$ cat src/rtl/adc_pulse_gen.sv
// Synthetic detector-pulse source: linear-rise / exponential-decay pulses with pile-up on a baseline.
// Latency: trigger sampled at edge N -> pulse_start after N, adc_data shows env one edge after env moves.
// Backpressure: none; free-running sample stream, triggers arriving during a rise are dropped.
module adc_pulse_gen #(
    parameter int DATA_W      = 12,
    parameter int FRAC        = 8,
    parameter int RISE_LOG2   = 2,
    parameter int DECAY_SHIFT = 4,
    parameter int PERIOD_W    = 16
) (
    input  logic                     clk,
    input  logic                     reset,
    input  logic                     enable,
    input  logic                     trig_mode,
    input  logic                     fire,
    input  logic [DATA_W-2:0]        amplitude,
    input  logic signed [DATA_W-1:0] baseline,
    input  logic [PERIOD_W-1:0]      period,
    output logic signed [DATA_W-1:0] adc_data,
    output logic                     pulse_start,
    output logic                     busy
);

    // Envelope is unsigned Q(DATA_W).FRAC so a piled-up pulse can exceed full scale
    // before the output saturates.
    localparam int ENV_W = DATA_W + FRAC;
    localparam int RC_W  = RISE_LOG2 + 1;
    // Baseline plus a piled-up envelope can reach ~3x full scale; two guard bits keep
    // the sum exact so the clip decision is always right.
    localparam int SUM_W = DATA_W + 2;

    localparam logic [RC_W-1:0]         RISE_LAST  = RC_W'((2 ** RISE_LOG2) - 1);
    localparam logic [RC_W-1:0]         RC_ONE     = RC_W'(1);
    localparam logic [PERIOD_W-1:0]     PERIOD_ONE = PERIOD_W'(1);
    localparam logic signed [SUM_W-1:0] SAT_MAX    = SUM_W'((2 ** (DATA_W - 1)) - 1);

    typedef enum logic [1:0] {
        ST_IDLE  = 2'd0,
        ST_RISE  = 2'd1,
        ST_DECAY = 2'd2
    } state_t;

    state_t                   state_q, state_d;
    logic [ENV_W-1:0]         env_q, env_d;
    logic [ENV_W-1:0]         step_q, step_d;
    logic [RC_W-1:0]          rise_cnt_q, rise_cnt_d;
    logic [PERIOD_W-1:0]      cnt_q, cnt_d;
    logic signed [DATA_W-1:0] adc_data_q, adc_data_d;
    logic                     pulse_start_q, pulse_start_d;

    logic                     period_on;
    logic                     period_hit;
    logic                     trig_req;
    logic                     accept;
    logic [PERIOD_W-1:0]      period_m1;
    logic [ENV_W-1:0]         amp_step;
    logic [ENV_W:0]           rise_sum;
    logic [ENV_W-1:0]         env_rise;
    logic [ENV_W-1:0]         env_decay;
    logic [DATA_W-1:0]        env_int;
    logic signed [SUM_W-1:0]  adc_sum;

    // Trigger decode: a pulse can start from IDLE or on top of a decaying tail, never mid-rise.
    assign period_m1  = period - PERIOD_ONE;
    assign period_on  = !trig_mode && (period != '0);
    assign period_hit = period_on && (cnt_q == period_m1);
    assign trig_req   = enable && (trig_mode ? fire : period_hit);
    assign accept     = trig_req && (state_q != ST_RISE);

    // Per-edge rise increment so that 2**RISE_LOG2 steps add exactly amp<<FRAC.
    assign amp_step   = (ENV_W'(amplitude) << FRAC) >> RISE_LOG2;

    // Rise adds with saturation at all-ones; decay removes a fixed fraction each edge.
    assign rise_sum   = {1'b0, env_q} + {1'b0, step_q};
    assign env_rise   = rise_sum[ENV_W] ? '1 : rise_sum[ENV_W-1:0];
    assign env_decay  = env_q - (env_q >> DECAY_SHIFT);

    // Integer part of the envelope, added to the signed baseline with guard bits.
    assign env_int    = env_q[ENV_W-1:FRAC];
    assign adc_sum    = SUM_W'(baseline) + $signed({2'b00, env_int});

    // Period counter: free-runs 0..period-1, wraps at the end or at once if period shrank below it.
    always_comb begin
        cnt_d = cnt_q + PERIOD_ONE;
        if (!period_on || accept || (cnt_q >= period_m1)) begin
            cnt_d = '0;
        end
    end

    // Output stage: clip the sample to full scale (envelope is never negative, so only the top clips).
    always_comb begin
        adc_data_d    = adc_sum[DATA_W-1:0];
        pulse_start_d = accept;
        if (adc_sum > SAT_MAX) begin
            adc_data_d = SAT_MAX[DATA_W-1:0];
        end
    end

    // Pulse FSM: IDLE -> RISE for 2**RISE_LOG2 steps -> DECAY until the integer part hits zero.
    always_comb begin
        state_d    = state_q;
        env_d      = env_q;
        step_d     = step_q;
        rise_cnt_d = rise_cnt_q;
        case (state_q)
            ST_IDLE: begin
                if (accept) begin
                    state_d    = ST_RISE;
                    step_d     = amp_step;
                    rise_cnt_d = '0;
                end
            end
            ST_RISE: begin
                env_d      = env_rise;
                rise_cnt_d = rise_cnt_q + RC_ONE;
                if (rise_cnt_q == RISE_LAST) begin
                    state_d = ST_DECAY;
                end
            end
            ST_DECAY: begin
                if (accept) begin
                    // Pile-up: the residual tail is kept and the new rise stacks on it.
                    state_d    = ST_RISE;
                    step_d     = amp_step;
                    rise_cnt_d = '0;
                end else if (env_int == '0) begin
                    // Drop the sub-LSB remainder so the next pulse starts from a clean zero.
                    state_d = ST_IDLE;
                    env_d   = '0;
                end else begin
                    env_d = env_decay;
                end
            end
            default: begin
                state_d = ST_IDLE;
                env_d   = '0;
            end
        endcase
    end

    // State and output registers; reset aborts any pulse in flight immediately.
    always_ff @(posedge clk or negedge reset) begin
        if (!reset) begin
            state_q       <= ST_IDLE;
            env_q         <= '0;
            step_q        <= '0;
            rise_cnt_q    <= '0;
            cnt_q         <= '0;
            adc_data_q    <= '0;
            pulse_start_q <= 1'b0;
        end else begin
            state_q       <= state_d;
            env_q         <= env_d;
            step_q        <= step_d;
            rise_cnt_q    <= rise_cnt_d;
            cnt_q         <= cnt_d;
            adc_data_q    <= adc_data_d;
            pulse_start_q <= pulse_start_d;
        end
    end

    assign adc_data    = adc_data_q;
    assign pulse_start = pulse_start_q;
    assign busy        = (state_q != ST_IDLE);

endmodule

$ cat config.mk
export PLATFORM = sky130hd
export DESIGN_NAME = adc_pulse_gen
export DESIGN_NICKNAME = d
export VERILOG_FILES = /design/src/rtl/adc_pulse_gen.sv
export SDC_FILE = /design/constraint.sdc
export NUM_CORES = 1
export LEC_CHECK = 0
export ABC_AREA = 0
export BUFFER_PORTS_ARGS = -buffer_cell sky130_fd_sc_hd__buf_2
export CORE_AREA = 2 2 115 117
export CTS_BUF_LIST = sky130_fd_sc_hd__clkbuf_16
export DETAILED_ROUTE_END_ITERATION = 12
export DIE_AREA = 0 0 117 119
export RECOVER_POWER = 100
export SYNTH_ARGS = -nofsm -noshare
export SYNTH_HDL_FRONTEND = slang
export SYNTH_SLANG_ARGS = --single-unit
export TNS_END_PERCENT = 100
$ cat constraint.sdc
create_clock -name clk -period 6.9 [get_ports clk]
set_clock_uncertainty 0.1 [all_clocks]
set_input_delay 0.69 -clock clk [delete_from_list [all_inputs] [get_ports clk]]
set_output_delay 0.69 -clock clk [all_outputs]
set_load 0.01 [all_outputs]
==> flow_metrics.env, run 1 <==
export IMPL_status="finished, violations left"
export IMPL_failing_checks="max-capacitance violations, max-slew violations"
export IMPL_ys_seq_elements=65
export IMPL_hold_path_end="rise_cnt_q[2]"
export IMPL_yosys_warnings=0
export IMPL_synthToLayoutAreaGrowth_pct=12.21
export IMPL_num_fill_cells=1259
export IMPL_route_detailed_wl_per_inst_um=15.61
export IMPL_worstSetupPathType="input port to register"
export IMPL_clkLatencyLatePin_ns=0.34
export IMPL_timing_hold_violations_final=0
export IMPL_final_nets=801
export IMPL_wl_um=13590
export IMPL_final_antenna_violating_net_count=0
export IMPL_gp_routability_congestion=0.9083
export IMPL_finalPower_w=0.002715
export IMPL_worstHoldPathType="register to register"
export IMPL_grt_overflow=0
export IMPL_ys_top_cells_by_area="dfrtp_1 (29%), ha_1 (14%), xnor2_1 (5.0%)"
export IMPL_worst_setup_path_end_kind="register"
export IMPL_drt_drc_violations_left=0
export IMPL_worstSetupStartpointType="input port"
export IMPL_timing_slew_headroom_pct=-138.7
export IMPL_postCtsHoldBufs=0
export IMPL_detailed_place_hpwl_um=10150
export IMPL_syn_num_nets=746
export IMPL_global_router_s_overall_resource_usage_pct=20.22
export IMPL_initialDrtViolationCount=239
export IMPL_tritoncts="built"
export IMPL_first_global_vias=4644
export IMPL_worstPathRequired_ns=7.03
export IMPL_number_of_antenna_violations_at_the_first_check_in_global_routing=0
export IMPL_capture_point_of_the_worst_reg_to_reg_path="env_q[16]"
export IMPL_design_die_area_mm2=0.01392
export IMPL_post_cts_resized_instances=0
export IMPL_first_pass_iters=5
export IMPL_htree_levels=3
export IMPL_synth_edf_count=0
export IMPL_min_from="rise_cnt_q[2]"
export IMPL_max_freq_mhz=195.0
export IMPL_ir_drop_uv=262.1
export IMPL_reg2reg_from="state_q[1]"
export IMPL_timing_max_cap_violations=2
export IMPL_floorplan_core_area_mm2=0.01287
export IMPL_synthesis_instances=634
export IMPL_synth_avg_cell_area_um2=8.877
export IMPL_vias_per_cell=5.572
export IMPL_grt_pass1_wl_um=22450
export IMPL_synth_distinct_cells=78
export IMPL_grt_start_max_net_pins=66
export IMPL_p_per_area_mw_per_mm2=430.0
export IMPL_p_leak_nw=2.883
export IMPL_rows=42
export IMPL_yosysSeqAreaShare_pct=28.90
export IMPL_reg2reg_slack_ns=2.95
export IMPL_worst_slew_pin_transition_ns=3.580
export IMPL_post_layout_min_period_ns=5.128
export IMPL_vias=4848
export IMPL_synth_area_mm2=0.005628
export IMPL_slew_violations=80
export IMPL_count_of_input_and_output_buffers=57
export IMPL_synth_largest_area_cell="dfrtp_1"
export IMPL_postCtsSetupBuffers=0
export IMPL_fraction_of_final_layout_cells_with_drive_strength_greater_than_1_pct=12.54
export IMPL_netlist_area_leader_share_pct=28.90
export IMPL_die_x_um=117
export IMPL_io_pin_count=58
export IMPL_root_buffer="clkbuf_16"
export IMPL_crit_path_max_fanout=13
export IMPL_final_setup_viol_count=0
export IMPL_worst_endpoint_arrival_ns=5.26
export IMPL_unrepaired_setup_endpoints_after_global_routing="no"
export IMPL_reg2reg_depth=11
export IMPL_die_h_um=119
export IMPL_clk_transition_reported_paths_ns=0.06
export IMPL_tritoncts_num_buffers=9
export IMPL_clkSinkCount=65
export IMPL_hold_path_cell_count=1
export IMPL_final_period_utilization_pct=74.32
export IMPL_fin_setup_tns_ns=0
export IMPL_num_antenna_cells=0
export IMPL_finalCoreUtilization_pct=49.05
export IMPL_async_sr_flop_fraction_pct=100.0
export IMPL_floorplan_initialDensity_pct=43.71
export IMPL_synth_main_ff_cell="dfrtp_1"
export IMPL_max_clock_path_buffers=2
## critical path: stages
cell and delay, ns:
clkbuf_1 0.12, nor4_1 0.36, and2b_1 0.27, nand2_1 0.13, or4_2 0.57, xor2_1 0.17, ha_1 0.29, nand4_1 0.13
nor4_1 0.68, a22oi_1 0.15, nor2b_1 0.28, o21ai_0 0.73, and2_0 0.40, mux2_2 0.26
## cell families (layout without fill, tap and decap cells)
logic type | Yosys count | after routing | share of synthesized area, %
simple gates | 204 | 204 | 18.32
compound gates | 168 | 168 | 20.52
fa+ha+maj | 68 | 68 | 15.52
flops | 65 | 65 | 28.90
buf+inv | 56 | 116 | 4.691
xor+xnor | 55 | 55 | 8.559
mux | 18 | 18 | 3.490
## cell usage after synthesis, types with 8 or more instances
| cell | instances |
|---|---|
| a21o_1 | 20 |
| a21oi_1 | 32 |
| a31oi_1 | 8 |
| and3_1 | 8 |
| clkbuf_1 | 9 |
| dfrtp_1 | 65 |
| ha_1 | 65 |
| inv_1 | 40 |
| mux2_2 | 12 |
| nand2_1 | 49 |
| nand2b_1 | 8 |
| nand3_1 | 26 |
| nand4_1 | 9 |
| nor2_1 | 43 |
| nor3_1 | 28 |
| o21a_1 | 10 |
| o21ai_0 | 44 |
| xnor2_1 | 32 |
| xor2_1 | 23 |
## area by class of cell
type	count	area [um^2]	share of cell area, %
tap	176	220.2	3.487
sequential	65	1627	25.76
clock inverter	7	85.08	1.347
clock buffer	9	225.2	3.566
inverter	40	150.1	2.378
multi-input combinational	513	3726	59.01
timing repair buffer	60	281.5	4.458
## power breakdown
part | switching (W) | total [W] | internal (W) | leakage, nW
Sequential | 0.000117 | 0.000623 | 0.000506 | 0.833
Clock | 0.000168 | 0.000480 | 0.000312 | 0.150
Combinational | 0.000924 | 0.00161 | 0.000688 | 1.90
## stage by stage
step                      hold WS [ns]  instances  setup slack (ns)  cell area, um^2
after floorplan                 0.2944        634             2.867             5628
after global placement          0.3725        854             2.145             6042
after detailed placement        0.3784        854             2.038             6042
after CTS                       0.3960        870             2.393             6352
after global routing            0.4135        870             1.283             6315
final                           0.3951        870             1.772             6315
## cell usage in the layout, fill, tap and decap left out, types with 3 or more instances in the layout
master / Yosys / layout
o31ai_1: 4 / 4
or3_1: 4 / 4
xnor2_1: 32 / 32
dfrtp_1: 65 / 65
fa_1: 3 / 3
and3_1: 8 / 8
clkbuf_1: 9 / 17
mux2i_1: 5 / 5
nor4_1: 7 / 7
mux2_2: 12 / 12
a21o_1: 20 / 20
nor2_1: 43 / 43
buf_2: 2 / 42
a22oi_1: 4 / 4
o221a_2: 3 / 3
o21ai_0: 44 / 45
inv_1: 40 / 40
a21oi_1: 32 / 32
nand2_1: 49 / 49
o21a_1: 10 / 10
xor2_1: 23 / 23
a211oi_1: 6 / 6
nor2b_1: 4 / 4
nand4_1: 9 / 9
a31oi_1: 8 / 8
ha_1: 65 / 65
o2bb2ai_1: 3 / 3
nand2b_1: 8 / 8
clkbuf_16: 0 / 9
nor3_1: 28 / 28
nand3_1: 26 / 26
## worst max path at each step
stage	from	end	slack, ns	cells past startpoint
after floorplan	period[2]	step_q[10]	2.87	13
after global placement	period[2]	rise_cnt_q[0]	2.14	14
after detailed placement	period[2]	rise_cnt_q[0]	2.04	14
after CTS	period[2]	rise_cnt_q[0]	2.39	14
after global routing	period[2]	rise_cnt_q[0]	1.28	14
final	period[2]	rise_cnt_q[0]	1.77	14
## state kept, by name, indices dropped and copies added, names as in the netlist
register	count
adc_data	12
cnt_q	16
env_q	20
pulse_start	1
rise_cnt_q	3
state_q	2
step_q	11
## routing by layer
metal | routed length (um) | GRT usage, %
met1 | 6457 | 26.92
met2 | 6397 | 32.55
met3 | 440 | 3.410
met4 | 289 | 7.794
met5 | 0 | 0
Power figures use the tool's default switching activity.
==> run 2: changes to the inputs <==
--- a/config.mk
+++ b/config.mk
@@ -5,12 +5,12 @@
 export SDC_FILE = /design/constraint.sdc
 export NUM_CORES = 1
 export LEC_CHECK = 0
-export ABC_AREA = 0
+export ABC_AREA = 1
 export BUFFER_PORTS_ARGS = -buffer_cell sky130_fd_sc_hd__buf_2
-export CORE_AREA = 2 2 115 117
+export CORE_AREA = 2 2 121 123
 export CTS_BUF_LIST = sky130_fd_sc_hd__clkbuf_16
 export DETAILED_ROUTE_END_ITERATION = 12
-export DIE_AREA = 0 0 117 119
+export DIE_AREA = 0 0 123 125
 export RECOVER_POWER = 100
 export SYNTH_ARGS = -nofsm -noshare
 export SYNTH_HDL_FRONTEND = slang
==> constraint.sdc (replaced) <==
create_clock -name clk -period 4.23 [get_ports clk]
set_clock_uncertainty 0.1 [all_clocks]
set_input_delay 0.423 -clock clk [delete_from_list [all_inputs] [get_ports clk]]
set_output_delay 0.423 -clock clk [all_outputs]
set_load 0.01 [all_outputs]
==> run 2 against run 1 <==
Against the previous run:
- the flow still finishes with violations (max-capacitance violations, max-slew violations)
- utilization is 0.44 points lower
- routed wire length is 20% higher
- register-to-register slack worse by 1.5 ns
- largest power group unchanged
==> flow_metrics.env, run 2 <==
export IMPL_status="finished, violations left"
export IMPL_failing_checks="max-capacitance violations, max-slew violations"
export IMPL_clkLatencyLatePin_ns=0.33
export IMPL_reg2reg_from="env_q[6]"
export IMPL_reg2reg_depth=13
export IMPL_unrepaired_setup_endpoints_after_global_routing="no"
export IMPL_met2_usage_pct=35.26
export IMPL_drt_drc_violations_left=0
export IMPL_max_clock_path_buffers=2
export IMPL_worst_setup_path_end_kind="register"
export IMPL_post_layout_min_period_ns=3.400
export IMPL_grt_busiest_layer="met2"
export IMPL_synth_area_mm2=0.006228
export IMPL_capture_point_of_the_worst_reg_to_reg_path="env_q[0]"
export IMPL_largest_register_ff_count=20
export IMPL_first_global_vias=5491
export IMPL_syn_num_nets=1079
export IMPL_post_synth_most_frequent_cells="nand2_1 (345), inv_1 (127), nor2_1 (96)"
export IMPL_seq_area_mm2=0.001627
export IMPL_fin_ws_ns=0.8303
export IMPL_synth_edf_count=0
export IMPL_reg2reg_slack_ns=1.46
export IMPL_p_leak_nw=3.860
export IMPL_grt_pass1_wl_um=26880
export IMPL_timing_max_cap_violations=2
export IMPL_yosys_warnings=0
export IMPL_max_freq_mhz=294.1
export IMPL_p_int_w=0.002004
export IMPL_finalCoreUtilization_pct=48.61
export IMPL_worstHoldPathType="input port to register"
export IMPL_die_h_um=125
export IMPL_ys_top_cells_by_area="dfrtp_1 (26%), nand2_1 (21%), ha_1 (13%)"
export IMPL_worstPathRequired_ns=4.40
export IMPL_crit_chain="buf_2 > inv_1 > nand2_1 > nor3_1 > nand2_1 > nor3_1 > nand2_1 > xnor2_1 > inv_1 > ha_1 > nand2_1 > nor2_1 > nand2_1 > nor2_1 > nand3_1 > nand2_1 > nand3b_4 > nand2_4 > nor2_2 > nand2_1 > nand2_1"
export IMPL_number_of_antenna_violations_at_the_first_check_in_global_routing=0
export IMPL_gp_routability_congestion=0.9044
export IMPL_synth_avg_cell_area_um2=6.441
export IMPL_ir_drop_uv=293.2
export IMPL_seqPwrFrac_pct=22.6
export IMPL_synth_largest_area_cell="dfrtp_1"
export IMPL_root_buffer="clkbuf_16"
export IMPL_postCtsSetupBuffers=0
export IMPL_cpMaxStageDelayCell="nor2_2"
export IMPL_global_router_s_overall_resource_usage_pct=22.14
export IMPL_swShare_pct=50.53
export IMPL_layout_cells_most_common_list="nand2_1 (346), inv_1 (127), nor2_1 (97)"
export IMPL_timing_slew_headroom_pct=-38.38
export IMPL_fraction_of_final_layout_cells_with_drive_strength_greater_than_1_pct=6.796
export IMPL_placement_setup_worst_slack_ns=0.6533
export IMPL_cell_with_the_most_instances_after_synthesis="nand2_1"
export IMPL_netlist_area_leader_share_pct=26.11
export IMPL_min_from="amplitude[4]"
export IMPL_post_cts_resized_instances=0
export IMPL_slew_violations=68
export IMPL_wl_um=16350
export IMPL_multi_input_area_mm2=0.004025
export IMPL_cp_top_family="simple AND/OR/NAND/NOR gates"
export IMPL_postCtsHoldBufs=0
export IMPL_p_per_area_mw_per_mm2=586.8
export IMPL_num_antenna_cells=0
export IMPL_initialDrtViolationCount=410
export IMPL_yosysSeqAreaShare_pct=26.11
export IMPL_max_flop_register="env_q"
export IMPL_io_pin_count=58
export IMPL_count_of_input_and_output_buffers=57
export IMPL_grt_overflow=0
export IMPL_detailed_place_hpwl_um=13360
export IMPL_clkSinkCount=65
export IMPL_hold_path_end="step_q[10]"
export IMPL_worst_endpoint_arrival_ns=3.57
export IMPL_path_buf_inv=3
export IMPL_tritoncts_num_buffers=9
export IMPL_final_antenna_violating_net_count=0
export IMPL_design_die_area_mm2=0.01538
export IMPL_final_nets=1137
export IMPL_route_detailed_wl_per_inst_um=13.47
export IMPL_cp_slowest_stage_delay_ns=0.46
export IMPL_p_switching_w=0.002047
export IMPL_met1_usage_pct=30.72
export IMPL_grt_start_max_net_pins=39
export IMPL_mostFrequentLayoutCell="nand2_1"
export IMPL_clock_power_share_pct=16.4
export IMPL_num_fill_cells=1530
export IMPL_vias=5983
export IMPL_tritoncts="built"
export IMPL_vias_per_cell=4.928
export IMPL_die_x_um=123
export IMPL_rows=44
export IMPL_floorplan_initialDensity_pct=43.85
export IMPL_final_period_utilization_pct=80.37
export IMPL_grtUsageMet3_pct=3.558
export IMPL_synthesis_instances=967
export IMPL_worst_slew_pin_transition_ns=2.076
export IMPL_worstSetupPathType="input port to register"
export IMPL_path_depth=21
export IMPL_clk_transition_reported_paths_ns=0.06
export IMPL_synthToLayoutAreaGrowth_pct=10.85
export IMPL_worstSetupStartpointType="input port"
export IMPL_ys_seq_elements=65
export IMPL_power_combinational_fraction_pct=61.0
export IMPL_synth_distinct_cells=34
export IMPL_async_sr_flop_fraction_pct=100.0
export IMPL_crit_path_max_fanout=16
export IMPL_timing_hold_violations_final=0
export IMPL_floorplan_core_area_mm2=0.01420
export IMPL_final_setup_viol_count=0
export IMPL_fin_setup_tns_ns=0
export IMPL_htree_levels=3
export IMPL_most_numerous_cell_on_the_critical_path="nand2_1"
export IMPL_synth_main_ff_cell="dfrtp_1"
export IMPL_first_pass_iters=5
export IMPL_hold_path_cell_count=3
run 2: layer usage:
metal,vias to the layer above,part of all wire [%],wire (um)
met3,22,5.1,829
met2,139,44,7276
li1,3193,-,-
met4,0,2.5,408
met1,2629,48,7837
met5,-,0,0
run 2: how the worst max path moves through the flow:
stage / from / end / slack [ns]
finish: period[0] / env_q[17] / 0.83
global placement: period[0] / step_q[7] / 0.72
CTS: period[0] / step_q[7] / 1.0
global route: period[0] / env_q[19] / 0.42
floorplan: period[0] / env_q[6] / 1.25
detailed placement: period[0] / step_q[7] / 0.65
run 2: worst register-to-register path: cells and delay by family (launching register included):
family,cells,cell delay (ns)
AO/OA/AOI/OAI,1,0.09
buffers and inverters,2,0.18
adder cells (fa/ha/maj),2,0.65
AND/OR/NAND/NOR,8,1.16
flip-flops,1,0.46
run 2: cell families (layout without fill, tap and decap cells):
kind of cell / after synthesis / after routing / synth area share (%)
compound gates: 84 / 84 / 6.991
xor+xnor: 38 / 38 / 5.344
fa+ha+maj: 68 / 68 / 14.02
buf+inv: 139 / 202 / 8.879
flops: 65 / 65 / 26.11
simple gates: 573 / 573 / 38.65
run 2: final cells by class:
| cell class | count | area share [%] |
|---|---|---|
| multi-input cells | 763 | 58.30 |
| flip-flops and latches | 65 | 23.56 |
| inverters | 127 | 6.905 |
| repair buffers | 59 | 3.969 |
| well taps | 184 | 3.335 |
| clock buffers | 9 | 3.262 |
| clock inverters | 7 | 0.6705 |
run 2: metrics by stage:
stage	instance area, um^2	total power, W	cells	hold slack, ns
CTS	6954	0.004074	1214	0.1409
global route	6904	0.004518	1214	0.1885
detailed placement	6683	0.003396	1198	0.3745
global placement	6683	0.003374	1198	0.3775
finish	6904	0.004051	1214	0.1864
floorplan	6228	0.002806	967	0.02741
run 2: power by group through the flow:
stage,sequential [W],clock (W),combinational (W)
6_report,0.000917,0.000664,0.00247
5_1_grt,0.000929,0.000706,0.00288
4_1_cts,0.000914,0.000679,0.00248
3_5_place_dp,0.000922,0,0.00247
3_3_place_gp,0.000923,0,0.00245
2_1_floorplan,0.000876,0,0.00193
